$ cat config.mk
export PLATFORM = sky130hd
export DESIGN_NAME = hazard_stall_controller
export DESIGN_NICKNAME = d
export VERILOG_FILES = /design/src/rtl/hazard_pkg.sv /design/src/rtl/sat_counter.sv /design/src/rtl/hazard_stall_controller.sv
export SDC_FILE = /design/constraint.sdc
export NUM_CORES = 1
export LEC_CHECK = 0
export CAP_MARGIN = 10
export CORE_AREA = 2 2 75 77
export DETAILED_ROUTE_END_ITERATION = 10
export DIE_AREA = 0 0 77 79
export PLACE_DENSITY_LB_ADDON = 0.25
export SYNTH_ARGS = -nofsm -noshare
export SYNTH_HDL_FRONTEND = slang
export SYNTH_HIERARCHICAL = 1
export SYNTH_SLANG_ARGS = --single-unit
$ cat constraint.sdc
create_clock -name clock -period 3 [get_ports clock]
set_input_delay 0.9 -clock clock [delete_from_list [all_inputs] [get_ports clock]]
set_output_delay 0.9 -clock clock [all_outputs]
set_load 0.05 [all_outputs]
$ cat src/rtl/hazard_pkg.sv
// hazard_pkg
//   Shared types and constants for the hazard/stall controller.
//   - hz_state_e : memory-freeze FSM state (RUN, FREEZE)
//   - REG_ZERO   : architectural zero register, never a hazard source
package hazard_pkg;

  typedef enum logic {
    RUN    = 1'b0,
    FREEZE = 1'b1
  } hz_state_e;

  localparam logic [4:0] REG_ZERO = 5'd0;

  // Load-use check: a load in ID/EX whose destination is read by the
  // instruction in IF/ID. rt only counts when the consumer really reads it.
  function automatic logic load_use_hit(
    input logic       mem_read,
    input logic [4:0] ld_rt,
    input logic [4:0] rs,
    input logic [4:0] rt,
    input logic       uses_rt
  );
    return mem_read && (ld_rt != REG_ZERO) &&
           ((ld_rt == rs) || (uses_rt && (ld_rt == rt)));
  endfunction

endpackage

$ cat src/rtl/sat_counter.sv
// sat_counter
//   Saturating up-counter; sticks at all-ones instead of wrapping.
//   Ports:
//     clock  in   clock
//     reset  in   synchronous active-high clear
//     inc    in   count this cycle
//     count  out  current value (W bits)
module sat_counter #(
  parameter int W = 16
) (
  input  logic         clock,
  input  logic         reset,
  input  logic         inc,
  output logic [W-1:0] count
);

  always_ff @(posedge clock) begin
    if (reset)
      count <= '0;
    else if (inc && !(&count))
      count <= count + W'(1);
  end

endmodule

$ cat src/rtl/hazard_stall_controller.sv
// hazard_stall_controller
//   Drives the pipeline-register controls for a 5-stage pipe:
//   load-use stall, taken-branch flush (branch resolved in MEM) and a
//   whole-pipe freeze while data memory is busy, with a sticky watchdog
//   and saturating stall/flush statistics.
//   Ports:
//     clock, reset           clock, synchronous active-high reset
//     if_id_rs/rt/uses_rt    source fields of the IF/ID instruction
//     id_ex_mem_read/rt      load in ID/EX and its destination
//     branch_ex_mem,
//     alu_zero_ex_mem        branch resolution in EX/MEM
//     mem_busy               data memory not ready
//     pc_write, pc_src       PC enable / branch-target select
//     if_id_write            IF/ID enable
//     ctrl_hazard_bubble     zero control fields entering ID/EX
//     flush_if_id/id_ex/ex_mem  load NOP/bubble into that register
//     pipe_hold              ID/EX, EX/MEM, MEM/WB hold
//     stall_count, flush_count  saturating statistics
//     timeout_err            sticky: mem_busy held TIMEOUT cycles
module hazard_stall_controller
  import hazard_pkg::*;
#(
  parameter int COUNT_W = 16,
  parameter int TIMEOUT = 16
) (
  input  logic               clock,
  input  logic               reset,
  input  logic [4:0]         if_id_rs,
  input  logic [4:0]         if_id_rt,
  input  logic               if_id_uses_rt,
  input  logic               id_ex_mem_read,
  input  logic [4:0]         id_ex_rt,
  input  logic               branch_ex_mem,
  input  logic               alu_zero_ex_mem,
  input  logic               mem_busy,
  output logic               pc_write,
  output logic               pc_src,
  output logic               if_id_write,
  output logic               ctrl_hazard_bubble,
  output logic               flush_if_id,
  output logic               flush_id_ex,
  output logic               flush_ex_mem,
  output logic               pipe_hold,
  output logic [COUNT_W-1:0] stall_count,
  output logic [COUNT_W-1:0] flush_count,
  output logic               timeout_err
);

  localparam int TIMER_W = $clog2(TIMEOUT + 1);
  localparam logic [TIMER_W-1:0] TIMER_MAX = TIMER_W'(TIMEOUT);

  hz_state_e          state;
  logic [TIMER_W-1:0] timer;
  logic [TIMER_W-1:0] timer_nxt;

  logic load_use;
  logic taken;
  logic stall_inc;
  logic flush_inc;

  assign load_use = load_use_hit(id_ex_mem_read, id_ex_rt, if_id_rs,
                                 if_id_rt, if_id_uses_rt);
  assign taken    = branch_ex_mem && alu_zero_ex_mem;

  // Priority: reset > mem_busy > taken > load_use. Busy wins over taken so
  // the branch stays in EX/MEM (held) and resolves once memory is ready.
  // Taken wins over load_use: the consumer is on the squashed path.
  always_comb begin
    pc_write           = 1'b1;
    pc_src             = 1'b0;
    if_id_write        = 1'b1;
    ctrl_hazard_bubble = 1'b0;
    flush_if_id        = 1'b0;
    flush_id_ex        = 1'b0;
    flush_ex_mem       = 1'b0;
    pipe_hold          = 1'b0;
    stall_inc          = 1'b0;
    flush_inc          = 1'b0;
    if (reset) begin
      // Drain every stage to NOPs while reset is held.
      pc_write           = 1'b0;
      if_id_write        = 1'b0;
      ctrl_hazard_bubble = 1'b1;
      flush_if_id        = 1'b1;
      flush_id_ex        = 1'b1;
      flush_ex_mem       = 1'b1;
    end else if (mem_busy) begin
      pc_write    = 1'b0;
      if_id_write = 1'b0;
      pipe_hold   = 1'b1;
    end else if (taken) begin
      pc_src             = 1'b1;
      flush_if_id        = 1'b1;
      flush_id_ex        = 1'b1;
      flush_ex_mem       = 1'b1;
      ctrl_hazard_bubble = 1'b1;
      flush_inc          = 1'b1;
    end else if (load_use) begin
      // One cycle is enough: next cycle ID/EX holds the bubble, not the load.
      pc_write           = 1'b0;
      if_id_write        = 1'b0;
      ctrl_hazard_bubble = 1'b1;
      stall_inc          = 1'b1;
    end
  end

  // Timer counts consecutive mem_busy edges and clears whenever memory is
  // ready, so it reads TIMEOUT exactly after TIMEOUT busy edges in a row.
  always_comb begin
    timer_nxt = '0;
    if (mem_busy)
      timer_nxt = (timer == TIMER_MAX) ? timer : timer + TIMER_W'(1);
  end

  always_ff @(posedge clock) begin
    if (reset) begin
      state       <= RUN;
      timer       <= '0;
      timeout_err <= 1'b0;
    end else begin
      case (state)
        RUN:     state <= mem_busy ? FREEZE : RUN;
        FREEZE:  state <= mem_busy ? FREEZE : RUN;
        default: state <= RUN;
      endcase
      timer <= timer_nxt;
      if (timer_nxt == TIMER_MAX)
        timeout_err <= 1'b1;
    end
  end

  sat_counter #(.W(COUNT_W)) u_stall_cnt (
    .clock (clock),
    .reset (reset),
    .inc   (stall_inc),
    .count (stall_count)
  );

  sat_counter #(.W(COUNT_W)) u_flush_cnt (
    .clock (clock),
    .reset (reset),
    .inc   (flush_inc),
    .count (flush_count)
  );

endmodule

==> reports/summary.txt <==
initial antenna violation count: 0
CTS Sinks: 38
die height: 79 um
Port Buffers: 62
CP Capture Type: output port
total chip power: 1.08 mW
largest net degree at the start of global routing: 37
violated checks: setup timing
vias in the first global route: 2137
WS Path Type: in -> out
Relative slew margins: 0.395
Power Density: 326 nW/um^2
min-delay worst type: reg -> reg
synth top area cells: dfxtp_1, nor2_1, xor2_1
via density per instance: 5.36
Lkg Pwr: 1.20 nW
layout cell share with drive strength beyond 1: 0.233
Core Area: 5340 um^2
Final Instance Area: 3330 um^2
H-tree levels: 2
simple-gate area share of the yosys netlist: 0.328
post-DP HPWL: 3990 um
DR vias: 2253
largest family of logic cells by synthesized area: simple AND/OR/NAND/NOR gates
placed cell area: 3140 um^2
commonest cells in the netlist: dfxtp_1, nor2_1, nand2_1
Area growth, synth to finish: 51.4%
Post-synth ARST share: 0
CP delay by family, top: buffers and inverters
Synth cell types: 44
DR WL/cell: 12.9 um
adder-cell area share of the yosys netlist: 0.0227
Starting Density: 0.413
root buffer cell: clkbuf_8
area share of the leading cell type in the synthesized netlist: 0.345
Worst-Margin Slew: 0.899 ns
drt initial violations: 140
total iterations of the first detailed-routing run: 4
latest clock arrival within the worst-skew pair: 0.29 ns
min Tclk post-route: 3.14 ns
Seq cells post-synth: 38
slowest cell delay on critical path: 0.35 ns
WL final: 5410 um
share of power burned in registers: 0.469
RSZ-0062 raised after global routing: true
buffers from clock root to sink, at most: 2
GR Overflow Total: 0
peak supply drop: 237 uV
Buf/Inv on CP: 3
post-synthesis xor/xnor area fraction: 0.0756
Die ar.: 6080 um^2
Worst Path Arrival: 2.24 ns
Mapped Cells: 257
num rows: 27
most common cell in the netlist: dfxtp_1
Inserted Clock Buffers: 5
clk slew on worst S/H paths: 0.07 ns
Yosys warning count: 6
chip width: 77 um
Final ANT Viol Nets: 0
I/O Pins: 63
slowest stage cell on the critical path: o31a_4
DRC errors left: 0
syn nets: 283
switch share: 0.234
clk_skew: 0.00677 ns
total track usage: 0.184
outcome: finished, violations left
min setup slack post-route: -0.145 ns
global-route wire length before repair: 9250 um
Avg Inst Size Synth: 8.57 um^2
post-synthesis sequential area ratio: 0.345
Hold Vio Cnt, Final: 0
Synth Area in Compound Gates: 0.143
Gate power share: 0.140
Slew Limit Fails: 0
total of max-cap violations: 0
Pint: 0.831 mW
CP required: 2.10 ns
CP Max Fanout: 3
Nets: 373
final setup vio count: 5
cts hold-fix bufs: 0
FMAX: 318 MHz
Final Cycle Share: 1.05
Synth area leader: dfxtp_1
GP Congestion: 0.810
Switch Pwr: 0.254 mW
number of synthesized flops with an enable pin: 0
Final Util: 0.624
Setup Slack @ Placement: -0.664 ns
mux share of post-synthesis cell area: 0.0386
CP cell instances: clkdlybuf4s15_2 > xor2_1 > nor3_1 > a32oi_1 > buf_4 > o31a_4 > buf_12
CTS tree: yes
Clock Power Share: 0.391
predominant post-synthesis flop cell: dfxtp_1
R2R setup slack: 0.98 ns
antenna diode count: 0
Synth Cell Area: 2200 um^2
CP startpoint kind: primary input
## cell families after synthesis
group | after synthesis
AO/OA/AOI/OAI | 44
XOR/XNOR | 19
adder cells (fa/ha/maj) | 4
buffers and inverters | 17
flip-flops | 38
multiplexers | 8
AND/OR/NAND/NOR | 127
## layout by cell type, fill, tap and decap left out, types with 5 or more instances in the layout
cell	Yosys	final
clkdlybuf4s50_1	0	39
and4_1	6	6
o21ai_0	5	5
o31ai_1	9	8
nor3_1	9	8
buf_4	5	30
xor2_1	13	11
clkbuf_8	0	5
inv_1	8	7
buf_6	0	5
dlygate4sd2_1	0	5
buf_12	0	8
xnor2_1	6	6
nor2_1	31	31
dfxtp_1	38	38
a21oi_1	12	12
or4_1	7	7
nand4_1	8	8
nand2_1	20	20
nand3_1	16	16
## worst register-to-register path, delay by kind of cell (launching register included)
kind / cells / cell delay [ns]
AO/OA/AOI/OAI: 2 / 0.35
adder cells (fa/ha/maj): 1 / 0.23
flip-flops: 1 / 0.41
AND/OR/NAND/NOR: 2 / 0.96
## routing by layer
metal | part of all wire | track usage
met1 | 0.44 | 0.216
met2 | 0.50 | 0.332
met3 | 0.052 | 0.0364
met4 | 0.015 | 0.0732
met5 | 0 | 0
## state kept, by name (all words and copies together) (netlist names)
register,flops
u_flush_cnt/count,16
timer,5
timeout_err,1
u_stall_cnt/count,16
## what timing repair did
action	4_1_cts	5_1_grt
resized for setup	50	11
endpoints found under the setup margin	11	14
pin swaps	10	6
buffers inserted	1	2
## metrics by stage
stage	setup TNS (ns)	hold slack [ns]	cells
6_report	-0.405	0.465	420
5_1_grt	-1.29	0.526	420
4_1_cts	-0.466	0.476	418
3_5_place_dp	-6.98	0.454	409
3_3_place_gp	-5.80	0.463	409
2_1_floorplan	-1.05	0.471	257
## area by class of cell
class	count	area (um^2)
clock buffers	7	76.3
clock inverters	1	30.0
fillers	491	2000
inverters	8	30.0
multi-input cells	202	1430
flip-flops and latches	38	761
well taps	72	90.1
repair buffers	92	912
## worst paths after layout
kind / startpoint / to / depth (start not counted)
worst max-delay path: id_ex_rt[0] / if_id_write / 7
worst min-delay path: timeout_err / timeout_err / 2
worst max register to register: u_stall_cnt/count[0] / u_stall_cnt/count[5] / 5
worst min register to register: timeout_err / timeout_err / 2
## power by group through the flow
stage,sequential [mW],clock (mW),combinational [mW]
after floorplan,0.522,0,0.0696
after global placement,0.520,0,0.148
after detailed placement,0.521,0,0.150
after CTS,0.509,0.432,0.151
after global routing,0.509,0.455,0.163
final,0.509,0.424,0.152
Note: power is estimated with default switching activity, not from simulation.
